==> config.mk <==
export PLATFORM = sky130hd
export DESIGN_NAME = sh_wdt
export DESIGN_NICKNAME = d
export VERILOG_FILES = /design/src/rtl/sh_wdt.sv
export SDC_FILE = /design/constraint.sdc
export NUM_CORES = 1
export LEC_CHECK = 0
export CORE_ASPECT_RATIO = 1.4
export CORE_MARGIN = 1.5
export CORE_UTILIZATION = 25
export CTS_CLUSTER_DIAMETER = 50
export DETAILED_ROUTE_END_ITERATION = 10
export PLACE_DENSITY_LB_ADDON = 0.25
export SLEW_MARGIN = 0
export SYNTH_ARGS = -nofsm -noshare
export SYNTH_HDL_FRONTEND = slang
export SYNTH_SLANG_ARGS = --single-unit
==> constraint.sdc <==
create_clock -name CLK -period 3.4 [get_ports CLK]
set_clock_uncertainty 0.05 [all_clocks]
set_input_delay 0.34 -clock CLK [delete_from_list [all_inputs] [get_ports CLK]]
set_output_delay 0.34 -clock CLK [all_outputs]
set_load 0.05 [all_outputs]
==> src/rtl/sh_wdt.sv <==
// sh_wdt: SH-style watchdog / interval timer on the on-chip IBUS (FFFFFE80..FFFFFE83).
// Define SH_WDT_RSTCSR_EN to implement RSTCSR (WOVF, RSTE) and the WRES_REQ internal reset request.
module sh_wdt #(
  parameter int OVF_PULSE = 128,
  parameter int RES_PULSE = 512
) (
  input  logic        CLK,
  input  logic        RST,
  input  logic        CE_R,
  input  logic        CE_F,
  input  logic        RES_N,
  input  logic [31:0] IBUS_A,
  input  logic [31:0] IBUS_DI,
  output logic [31:0] IBUS_DO,
  input  logic [3:0]  IBUS_BA,
  input  logic        IBUS_WE,
  input  logic        IBUS_REQ,
  output logic        IBUS_BUSY,
  output logic        IBUS_ACT,
  output logic        WDT_IRQ,
  output logic        WDTOVF_N,
  output logic        WRES_REQ
);

`ifdef SH_WDT_RSTCSR_EN
  localparam bit RSTCSR_EN = 1'b1;
`else
  localparam bit RSTCSR_EN = 1'b0;
`endif

  localparam int OVF_CW = $clog2(OVF_PULSE + 1);
  localparam int RES_CW = $clog2(RES_PULSE + 1);

  typedef enum logic {
    IDLE,
    OVFP
  } pulse_state_t;

  logic              soft_rst;
  logic              wr_en;
  logic              rd_en;
  logic              wr_csr;
  logic              wr_rst;
  logic [7:0]        csr_key;
  logic [7:0]        csr_data;
  logic [7:0]        rst_key;
  logic [7:0]        rst_data;
  logic              wtcnt_wr;
  logic              wtcsr_wr;
  logic              wovf_clr;
  logic              rste_wr;

  logic              ovf;
  logic              wt_it;
  logic              tme;
  logic [2:0]        cks;
  logic [7:0]        wtcnt;
  logic [12:0]       presc;
  logic              clr_arm;
  logic              wovf;
  logic              rste;

  logic              tick;
  logic              wrap;
  logic              ovf_set;
  logic              ovf_clr;
  logic              wdt_ovf;
  logic [7:0]        wtcsr_rd;
  logic [7:0]        rstcsr_rd;

  pulse_state_t      ovf_state;
  logic [OVF_CW-1:0] ovf_cnt;
  logic [RES_CW-1:0] res_cnt;

  logic              unused_bits;

  // RES_N acts as a reset only when sampled on the rising-phase enable.
  assign soft_rst  = RST | (CE_R & ~RES_N);

  assign IBUS_BUSY = 1'b0;
  assign IBUS_ACT  = (IBUS_A >= 32'hFFFF_FE80) && (IBUS_A <= 32'hFFFF_FE83);

  assign wr_en     = IBUS_REQ & IBUS_WE & IBUS_ACT;
  assign rd_en     = IBUS_REQ & ~IBUS_WE & IBUS_ACT;

  assign csr_key   = IBUS_DI[31:24];
  assign csr_data  = IBUS_DI[23:16];
  assign rst_key   = IBUS_DI[15:8];
  assign rst_data  = IBUS_DI[7:0];

  assign wr_csr    = wr_en & ~IBUS_A[1] & (IBUS_BA[3:2] == 2'b11);
  assign wr_rst    = wr_en &  IBUS_A[1] & (IBUS_BA[1:0] == 2'b11) & RSTCSR_EN;

  assign wtcnt_wr  = wr_csr & (csr_key == 8'h5A);
  assign wtcsr_wr  = wr_csr & (csr_key == 8'hA5);
  assign wovf_clr  = wr_rst & (rst_key == 8'hA5) & (rst_data == 8'h00);
  assign rste_wr   = wr_rst & (rst_key == 8'h5A);

  // WTCSR[4:3] are constant-one read bits, so their write data has no destination.
  assign unused_bits = &{1'b0, csr_data[4:3]};

  always_comb begin
    tick = 1'b0;
    if (tme) begin
      case (cks)
        3'd0: tick = presc[0];
        3'd1: tick = &presc[5:0];
        3'd2: tick = &presc[6:0];
        3'd3: tick = &presc[7:0];
        3'd4: tick = &presc[8:0];
        3'd5: tick = &presc[9:0];
        3'd6: tick = &presc[11:0];
        3'd7: tick = &presc[12:0];
      endcase
    end
  end

  // A CPU write to WTCNT in the same CE_R as a tick suppresses the overflow.
  assign wrap      = CE_R & tick & (wtcnt == 8'hFF) & ~wtcnt_wr;
  assign ovf_set   = wrap & ~wt_it;
  assign wdt_ovf   = wrap &  wt_it;
  assign ovf_clr   = CE_R & wtcsr_wr & ~csr_data[7] & clr_arm;

  assign wtcsr_rd  = {ovf, wt_it, tme, 2'b11, cks};
  assign rstcsr_rd = {wovf, rste, 1'b0, 5'h1F};

  always_ff @(posedge CLK) begin
    if (soft_rst) begin
      ovf   <= 1'b0;
      wt_it <= 1'b0;
      tme   <= 1'b0;
      cks   <= 3'd0;
      wtcnt <= 8'h00;
      presc <= 13'd0;
    end else if (CE_R) begin
      presc <= tme ? presc + 13'd1 : 13'd0;
      if (wtcnt_wr) begin
        wtcnt <= csr_data;
      end else if (tick) begin
        wtcnt <= wtcnt + 8'd1;
      end
      if (wtcsr_wr) begin
        wt_it <= csr_data[6];
        tme   <= csr_data[5];
        cks   <= csr_data[2:0];
      end
      if (ovf_set) begin
        ovf <= 1'b1;
      end else if (ovf_clr) begin
        ovf <= 1'b0;
      end
    end
  end

  // OVF may only be cleared after software has observed it set.
  always_ff @(posedge CLK) begin
    if (soft_rst) begin
      clr_arm <= 1'b0;
    end else if (CE_R && (ovf_set || ovf_clr)) begin
      clr_arm <= 1'b0;
    end else if (CE_F && rd_en && !IBUS_A[1] && ovf) begin
      clr_arm <= 1'b1;
    end
  end

  always_ff @(posedge CLK) begin
    if (soft_rst) begin
      wovf <= 1'b0;
      rste <= 1'b0;
    end else if (CE_R) begin
      if (wdt_ovf && RSTCSR_EN) begin
        wovf <= 1'b1;
      end else if (wovf_clr) begin
        wovf <= 1'b0;
      end
      if (rste_wr) begin
        rste <= rst_data[6];
      end
    end
  end

  always_ff @(posedge CLK) begin
    if (soft_rst) begin
      IBUS_DO <= 32'h0000_0000;
    end else if (CE_F && rd_en) begin
      IBUS_DO <= IBUS_A[1] ? {24'hFF_FFFF, rstcsr_rd} : {wtcsr_rd, wtcnt, 16'hFFFF};
    end
  end

  always_ff @(posedge CLK) begin
    if (soft_rst) begin
      WDT_IRQ <= 1'b0;
    end else if (CE_R) begin
      WDT_IRQ <= ovf & ~wt_it & tme;
    end
  end

  // A fresh watchdog overflow restarts the WDTOVF_N pulse from the beginning.
  always_ff @(posedge CLK) begin
    if (soft_rst) begin
      ovf_state <= IDLE;
      ovf_cnt   <= '0;
      WDTOVF_N  <= 1'b1;
    end else if (CE_R) begin
      if (wdt_ovf) begin
        ovf_state <= OVFP;
        ovf_cnt   <= '0;
        WDTOVF_N  <= 1'b0;
      end else begin
        case (ovf_state)
          IDLE: begin
            WDTOVF_N <= 1'b1;
          end
          OVFP: begin
            if (ovf_cnt == OVF_CW'(OVF_PULSE - 1)) begin
              ovf_state <= IDLE;
              WDTOVF_N  <= 1'b1;
            end else begin
              ovf_cnt <= ovf_cnt + OVF_CW'(1);
            end
          end
        endcase
      end
    end
  end

  always_ff @(posedge CLK) begin
    if (soft_rst) begin
      WRES_REQ <= 1'b0;
      res_cnt  <= '0;
    end else if (CE_R) begin
      if (wdt_ovf && rste) begin
        WRES_REQ <= 1'b1;
        res_cnt  <= '0;
      end else if (WRES_REQ) begin
        if (res_cnt == RES_CW'(RES_PULSE - 1)) begin
          WRES_REQ <= 1'b0;
        end else begin
          res_cnt <= res_cnt + RES_CW'(1);
        end
      end
    end
  end

endmodule

==> metrics.md, run 1 <==
| Metric | Value |
|---|---|
| Outcome | `finished, final reports clean` |
| Reg-to-reg slack, setup | `between 0.5 and 0.6 ns` |
| Pre-CTS setup slack | `~0.36 ns` |
| Tcrit/Tclk final | `83.9%` |
| Pwr/cell area | `approximately 370 nW/µm²` |
| Skew-Pair Late Insertion Delay | `0.33 ns` |
| Routed vias | `between 3000 and 4000` |
| Max Slew Vio Count | `0` |
| Slowest CP cell | `or3_1` |
| I/O Pins | `112` |
| Leakage | `1.54 nW` |
| Initial Utilization | `25.7%` |
| Post-synth top cells | `nor2_1, dfxtp_1, nand4_1` |
| Non-filler cells, final | `~650` |
| CP Capture Type | `flip-flop` |
| Crit Path Class | `reg -> reg` |
| Seq/Total Area, Yosys | `about two fifths` |
| Grt ovf | `0` |
| Avg WL per Cell | `13.6 µm` |
| Placed cell areas | `roughly 4300 µm²` |
| Setup WS post-layout | `roughly 0.55 ns` |
| Vias in the first global route | `~2900` |
| Post-synth top area share | `between 30% and 40%` |
| Setup TNS | `0 ns` |
| ANT cells | `0` |
| CTS tree | `built` |
| Routed WL | `roughly 9000 µm` |
| Design area | `roughly 4600 µm²` |
| Worst path most repeated cell | `ha_1` |
| CP required | `~3.6 ns` |
| Fraction of registers with async set/reset | `0%` |
| Syn Nets | `470` |
| Detail Route Antenna Nets | `0` |
| Slew @ Worst Pin | `0.857 ns` |
| Dpl hpwl | `approximately 6700 µm` |
| Clk sink count | `66` |
| CTS H-tree depth | `3` |
| Ranking of synthesized cells by area | `dfxtp_1, nor2_1, mux2i_1` |
| Synth warn | `0` |
| # hold bufs at CTS | `0` |
| Initial antenna violation count | `0` |
| Unrepaired setup endpoints after global routing | `false` |
| Synthesized area | `approximately 3300 µm²` |
| DRT iter0 DRCs | `112` |
| Port buffer count | `91` |
| Clk slew on worst S/H paths | `about 0.050 ns` |
| Final #Nets | `between 500 and 600` |
| Placed Cells | `~640` |
| Syn_area_per_cell | `around 8.5 µm²` |
| Library cells used by synthesis | `57` |
| CTS buffer count | `9` |
| Maximum vdd drop | `0.183 mV` |
| WP buf/inv | `1` |
| WP data arrival | `3.04 ns` |
| GP Congestion | `0.805` |
| Largest delay share family, worst path | `simple AND/OR/NAND/NOR gates` |
| Endpoints failing setup | `0` |
| First-pass GRT wire length | `14300 µm` |
| Final Hold Vio Count | `0` |
| P&R area growth vs syn | `38.6%` |
| Synth Instances | `390` |
| CTS resizes | `0` |
| CP Max Fanout | `9` |
| Core area | `roughly 13000 µm²` |
| Drt first pass iters | `4` |
| Clk root buf | `clkbuf_16` |
| Cell row count | `49` |
| Via/cell ratio | `approximately 4.7` |
| Largest net degree at the start of global routing | `40` |
| Most frequent cell after synthesis | `nor2_1` |
| Hold WC Path Type | `reg -> reg` |
| Total power | `~1.7 mW` |
| GR Util All Layers | `13.0%` |
| Post-synthesis register bit count | `between 60 and 70` |
| Max_slew headroom | `between 40% and 50%` |
| Number of flops mapped to enable cells by yosys | `0` |
| Bufs on Longest Clock Path | `2` |
| Postcts setup bufs | `0` |
| Area leader, netlist | `dfxtp_1` |
| Die width | `100 µm` |
| Crit start category | `flip-flop` |
| Share of cells above drive strength 1 | `between 6 and 7%` |
| Slowest stage delay, CP | `roughly 0.48 ns` |
| Die ar. | `between 10000 and 15000 µm²` |
| Highest clock rate | `~350 MHz` |
| Top_reg_cell synth | `dfxtp_1` |
| Min Tclk post-route | `about 2.9 ns` |
| Die H | `between 100 and 150 µm` |
| Worst path cell trace | `ha_1 > inv_1 > nor3_1 > ha_1 > or3b_2 > o211ai_1 > nand4_1 > or3_1 > o32ai_1` |
| Drt drc | `0` |
| Max-cap violations | `0` |
## kinds of logic (layout without fill, tap and decap cells)
logic type	after synthesis	in the layout	share of synthesized area, %
simple gates	178	178	27.8
compound gates	60	60	12.6
other cells	1	1	0.113
mux	16	16	4.82
xor+xnor	24	24	6.32
flops	66	66	39.7
fa+ha+maj	5	5	1.88
buf+inv	40	121	6.73
## worst reg2reg max path: stages (launching register included)
cell and delay (ns):
dfxtp_1 0.41, ha_1 0.29, inv_1 0.07, nor3_1 0.20, ha_1 0.16, or3b_2 0.44, o211ai_1 0.12, nand4_1 0.34
or3_1 0.48, o32ai_1 0.21
## flip-flops by register name, summed over array words and instances, names as in the netlist
| signal | flops |
|---|---|
| IBUS_DO | 16 |
| WDTOVF_N | 1 |
| WDT_IRQ | 1 |
| WRES_REQ | 1 |
| cks | 3 |
| clr_arm | 1 |
| ovf | 1 |
| ovf_cnt | 8 |
| ovf_state | 1 |
| presc | 13 |
| res_cnt | 10 |
| tme | 1 |
| wt_it | 1 |
| wtcnt | 8 |
## metrics by stage
stage          hold slack (ns)  util [%]
2_1_floorplan            0.399         -
3_3_place_gp             0.407      33.6
3_5_place_dp             0.411      33.6
4_1_cts                  0.427      35.6
5_1_grt                  0.447      35.6
6_report                 0.418      35.6
## routing by layer
metal | global-route usage (%) | up-vias | share of wire (%)
met1 | 14.2 | 1423 | 41
met4 | 6.67 | 0 | 2.9
met2 | 23.0 | 58 | 53
met5 | 0 | - | 0
met3 | 2.86 | 20 | 3.1
li1 | - | 1547 | -
## layout make-up
cell class	count	area, µm²
Timing Repair Buffer	98	986
Inverter	9	33.8
Fill cell	1323	8330
Multi-Input combinational cell	284	1790
Clock buffer	11	243
Sequential cell	66	1320
Tap cell	178	223
Clock inverter	3	17.5
## cell usage in the layout, fill, tap and decap left out, types with 3 or more instances in the layout
| cell type | count |
|---|---|
| clkdlybuf4s50_1 | 90 |
| nor2_1 | 70 |
| dfxtp_1 | 66 |
| nand4_1 | 20 |
| nand2_1 | 19 |
| xor2_1 | 18 |
| mux2i_1 | 16 |
| a211oi_1 | 14 |
| nor3_1 | 13 |
| nand3_1 | 12 |
| o21ai_0 | 10 |
| clkbuf_16 | 9 |
| inv_1 | 8 |
| o22ai_1 | 6 |
| xnor2_1 | 6 |
| buf_4 | 6 |
| nand3b_1 | 5 |
| and3_1 | 5 |
| a21oi_1 | 5 |
| a31oi_1 | 5 |
| ha_1 | 5 |
| o31ai_1 | 4 |
| or4_1 | 3 |
| o211ai_1 | 3 |
| nor2b_1 | 3 |
| and2_1 | 3 |
## power by group
group / total, mW / internal, mW / leakage [nW] / switching [mW]
registers: 0.774 / 0.774 / 0.531 / 0.0000000000286
clock network: 0.822 / 0.502 / 0.127 / 0.320
logic: 0.116 / 0.0691 / 0.885 / 0.0472
## path summary, 6_finish.rpt
check	start	cells after the start	endpoint
hold reg to reg	WRES_REQ$_SDFFE_PP0P_	2	WRES_REQ$_SDFFE_PP0P_
hold / removal	WRES_REQ$_SDFFE_PP0P_	2	WRES_REQ$_SDFFE_PP0P_
setup reg to reg	presc[0]$_SDFFE_PP0P_	9	ovf$_SDFFE_PP0P_
setup / recovery	presc[0]$_SDFFE_PP0P_	9	ovf$_SDFFE_PP0P_
No activity file was read; power rests on OpenSTA's default activity.
==> run 2: changes to the inputs <==
==> constraint.sdc (replaced) <==
create_clock -name CLK -period 2.3 [get_ports CLK]
set_clock_uncertainty 0.05 [all_clocks]
set_input_delay 0.23 -clock CLK [delete_from_list [all_inputs] [get_ports CLK]]
set_output_delay 0.23 -clock CLK [all_outputs]
set_load 0.05 [all_outputs]
==> metrics.md, run 2 (synthesized netlist as in run 1, its figures left out) <==
| Metric | Value |
|---|---|
| Unrepaired setup endpoints after global routing | `true` |
| Final Hold Vio Count | `0` |
| Core Util, Final | `between 30% and 40%` |
| Design area | `a little over 5000 µm²` |
| Die H | `139 µm` |
| Core area | `between 10000 and 15000 µm²` |
| ANT cells | `0` |
| Beginning of the worst register-to-register path | `presc[1]$_SDFFE_PP0P_` |
| Endpoints failing setup | `18` |
| Die width | `100 µm` |
| Initial antenna violation count | `0` |
| Max Slew Vio Count | `0` |
| Crit Path Class | `reg -> reg` |
| Min Tclk post-route | `between 2 and 2.5 ns` |
| Reg-to-reg slack, setup | `-0.08 ns` |
| Dpl hpwl | `around 7700 µm` |
| Max_slew headroom | `52.6%` |
| Drt first pass iters | `5` |
| Leakage | `1.86 nW` |
| Tcrit/Tclk final | `103%` |
| Sequential share of power | `roughly 42%` |
| Avg WL per Cell | `between 15 and 20 µm` |
| GR Util All Layers | `15.1%` |
| WP data arrival | `2.59 ns` |
| FF-to-FF End | `wtcnt[4]$_SDFFE_PP0P_` |
| Hold WC Path Type | `reg -> reg` |
| Clk slew on worst S/H paths | `about 0.050 ns` |
| Register with the most flip-flops | `IBUS_DO` |
| # hold bufs at CTS | `0` |
| Worst hold slack | `0.431 ns` |
| Commonest non-fill, non-tap cell in the layout | `clkdlybuf4s50_1` |
| CP Capture Type | `flip-flop` |
| Final #Nets | `a little under 600` |
| Highest clock rate | `approximately 420 MHz` |
| Grt ovf | `0` |
| Die ar. | `around 14000 µm²` |
| Net Sw Frac | `between 20% and 30%` |
| Comb pwr share | `under 10%` |
| Largest net degree at the start of global routing | `28` |
| Routed vias | `3288` |
| Maximum vdd drop | `roughly 0.38 mV` |
| Routed WL | `about 10000 µm` |
| Share of cells above drive strength 1 | `a little under a fifth` |
| Clk root buf | `clkbuf_16` |
| Via/cell ratio | `4.77` |
| Critical Path Sink | `wtcnt[4]$_SDFFE_PP0P_` |
| Violated checks | `negative setup slack` |
| Crit start category | `flip-flop` |
| Bufs on Longest Clock Path | `2` |
| I/O Pins | `112` |
| Most frequent cells in the layout | `clkdlybuf4s50_1, nor2_1, dfxtp_1` |
| Cell row count | `49` |
| DRT iter0 DRCs | `136` |
| Top flop regs | `IBUS_DO x16, presc x13, res_cnt x10` |
| Total power | `2.72 mW` |
| Pwr/cell area | `between 500 and 600 nW/µm²` |
| Vias in the first global route | `~3300` |
| CTS tree | `built` |
| Drt drc | `0` |
| P&R area growth vs syn | `55.0%` |
| CTS buffer count | `9` |
| Setup TNS | `-0.964 ns` |
| Int Power | `between 2 and 2.5 mW` |
| P_sw | `just under 0.6 mW` |
| Clk sink count | `66` |
| Port buffer count | `approximately 90` |
| GP Congestion | `slightly above 0.8` |
| Reg2Reg Depth | `11` |
| CP required | `2.51 ns` |
| CTS H-tree depth | `3` |
| Placed cell areas | `between 4000 and 5000 µm²` |
| Setup WS post-layout | `-0.0792 ns` |
| Max-cap violations | `0` |
| First-pass GRT wire length | `about 16000 µm` |
| Detail Route Antenna Nets | `0` |
| Outcome | `finished, violations left` |
| CP Max Fanout | `6` |
| Initial Utilization | `25.7%` |
| Largest register FFs | `16` |
| Clock power frac | `about half` |
| Skew-Pair Late Insertion Delay | `~0.34 ns` |
| FILL cells | `1295` |
| CP startpoint | `presc[1]$_SDFFE_PP0P_` |
| Slew @ Worst Pin | `0.707 ns` |
==> run 2: cell types whose count changed in the layout (fill, tap and decap cells not counted), sizes merged <==
cell / change
clkbuf: +1
dlymetal6s2s: +4
clkdlybuf4s50: -4
buf: +39
bufinv: +1
==> run 2: worst min path at each step <==
stage | startpoint | to | cells past startpoint
after floorplan | IBUS_DI[16] | cks[0]$_SDFFE_PP0N_ | 2
after global placement | WDT_IRQ$_SDFFE_PP0P_ | WDT_IRQ$_SDFFE_PP0P_ | 2
after detailed placement | WDT_IRQ$_SDFFE_PP0P_ | WDT_IRQ$_SDFFE_PP0P_ | 2
after CTS | WDT_IRQ$_SDFFE_PP0P_ | WDT_IRQ$_SDFFE_PP0P_ | 2
after global routing | IBUS_DO[21]$_SDFFE_PP0P_ | IBUS_DO[21]$_SDFFE_PP0P_ | 2
final | WRES_REQ$_SDFFE_PP0P_ | WRES_REQ$_SDFFE_PP0P_ | 2
==> run 2: metrics by stage <==
stage | setup WS, ns | instances
global placement | -0.422 | 669
global route | -0.290 | 690
CTS | -0.128 | 688
floorplan | -0.0482 | 390
detailed placement | -0.405 | 669
finish | -0.0792 | 690
==> run 2: power groups by stage <==
| stage | Combinational, mW | Clock (mW) | Sequential (mW) |
|---|---|---|---|
| 2_1_floorplan | 0.0521 | 0 | 1.17 |
| 3_3_place_gp | 0.187 | 0 | 1.17 |
| 3_5_place_dp | 0.188 | 0 | 1.17 |
| 4_1_cts | 0.190 | 1.42 | 1.14 |
| 5_1_grt | 0.204 | 1.45 | 1.14 |
| 6_report | 0.191 | 1.38 | 1.14 |
==> run 2: final cells by class <==
type                       count  area, µm²  area share (%)
timing repair buffer         137       1320            25.5
clock buffer                  12        246            4.78
tap                          178        223            4.32
inverter                       9       33.8           0.655
multi-input combinational    284       1960            38.0
sequential                    66       1330            25.7
clock inverter                 4       51.3           0.995
==> run 2: critical path: stages, from the launching register on <==
cell	delay (ns)
dfxtp_2	0.35
ha_4	0.14
inv_2	0.03
nor3_2	0.15
ha_2	0.17
or3b_4	0.36
o211ai_1	0.12
buf_4	0.14
nand4_1	0.10
buf_4	0.17
a211o_4	0.36
o22ai_1	0.16
==> run 2: metal layers <==
layer	track usage, %	share of wire [%]
met1	16.1	40
met2	27.1	54
met3	3.06	3.4
met4	8.67	3.4
met5	0	0
==> run 2: what timing repair did <==
action	4_1_cts	5_1_grt
endpoints found under the setup margin	22	38
pin swaps	10	12
buffers inserted	3	2
gates resized for setup	15	21
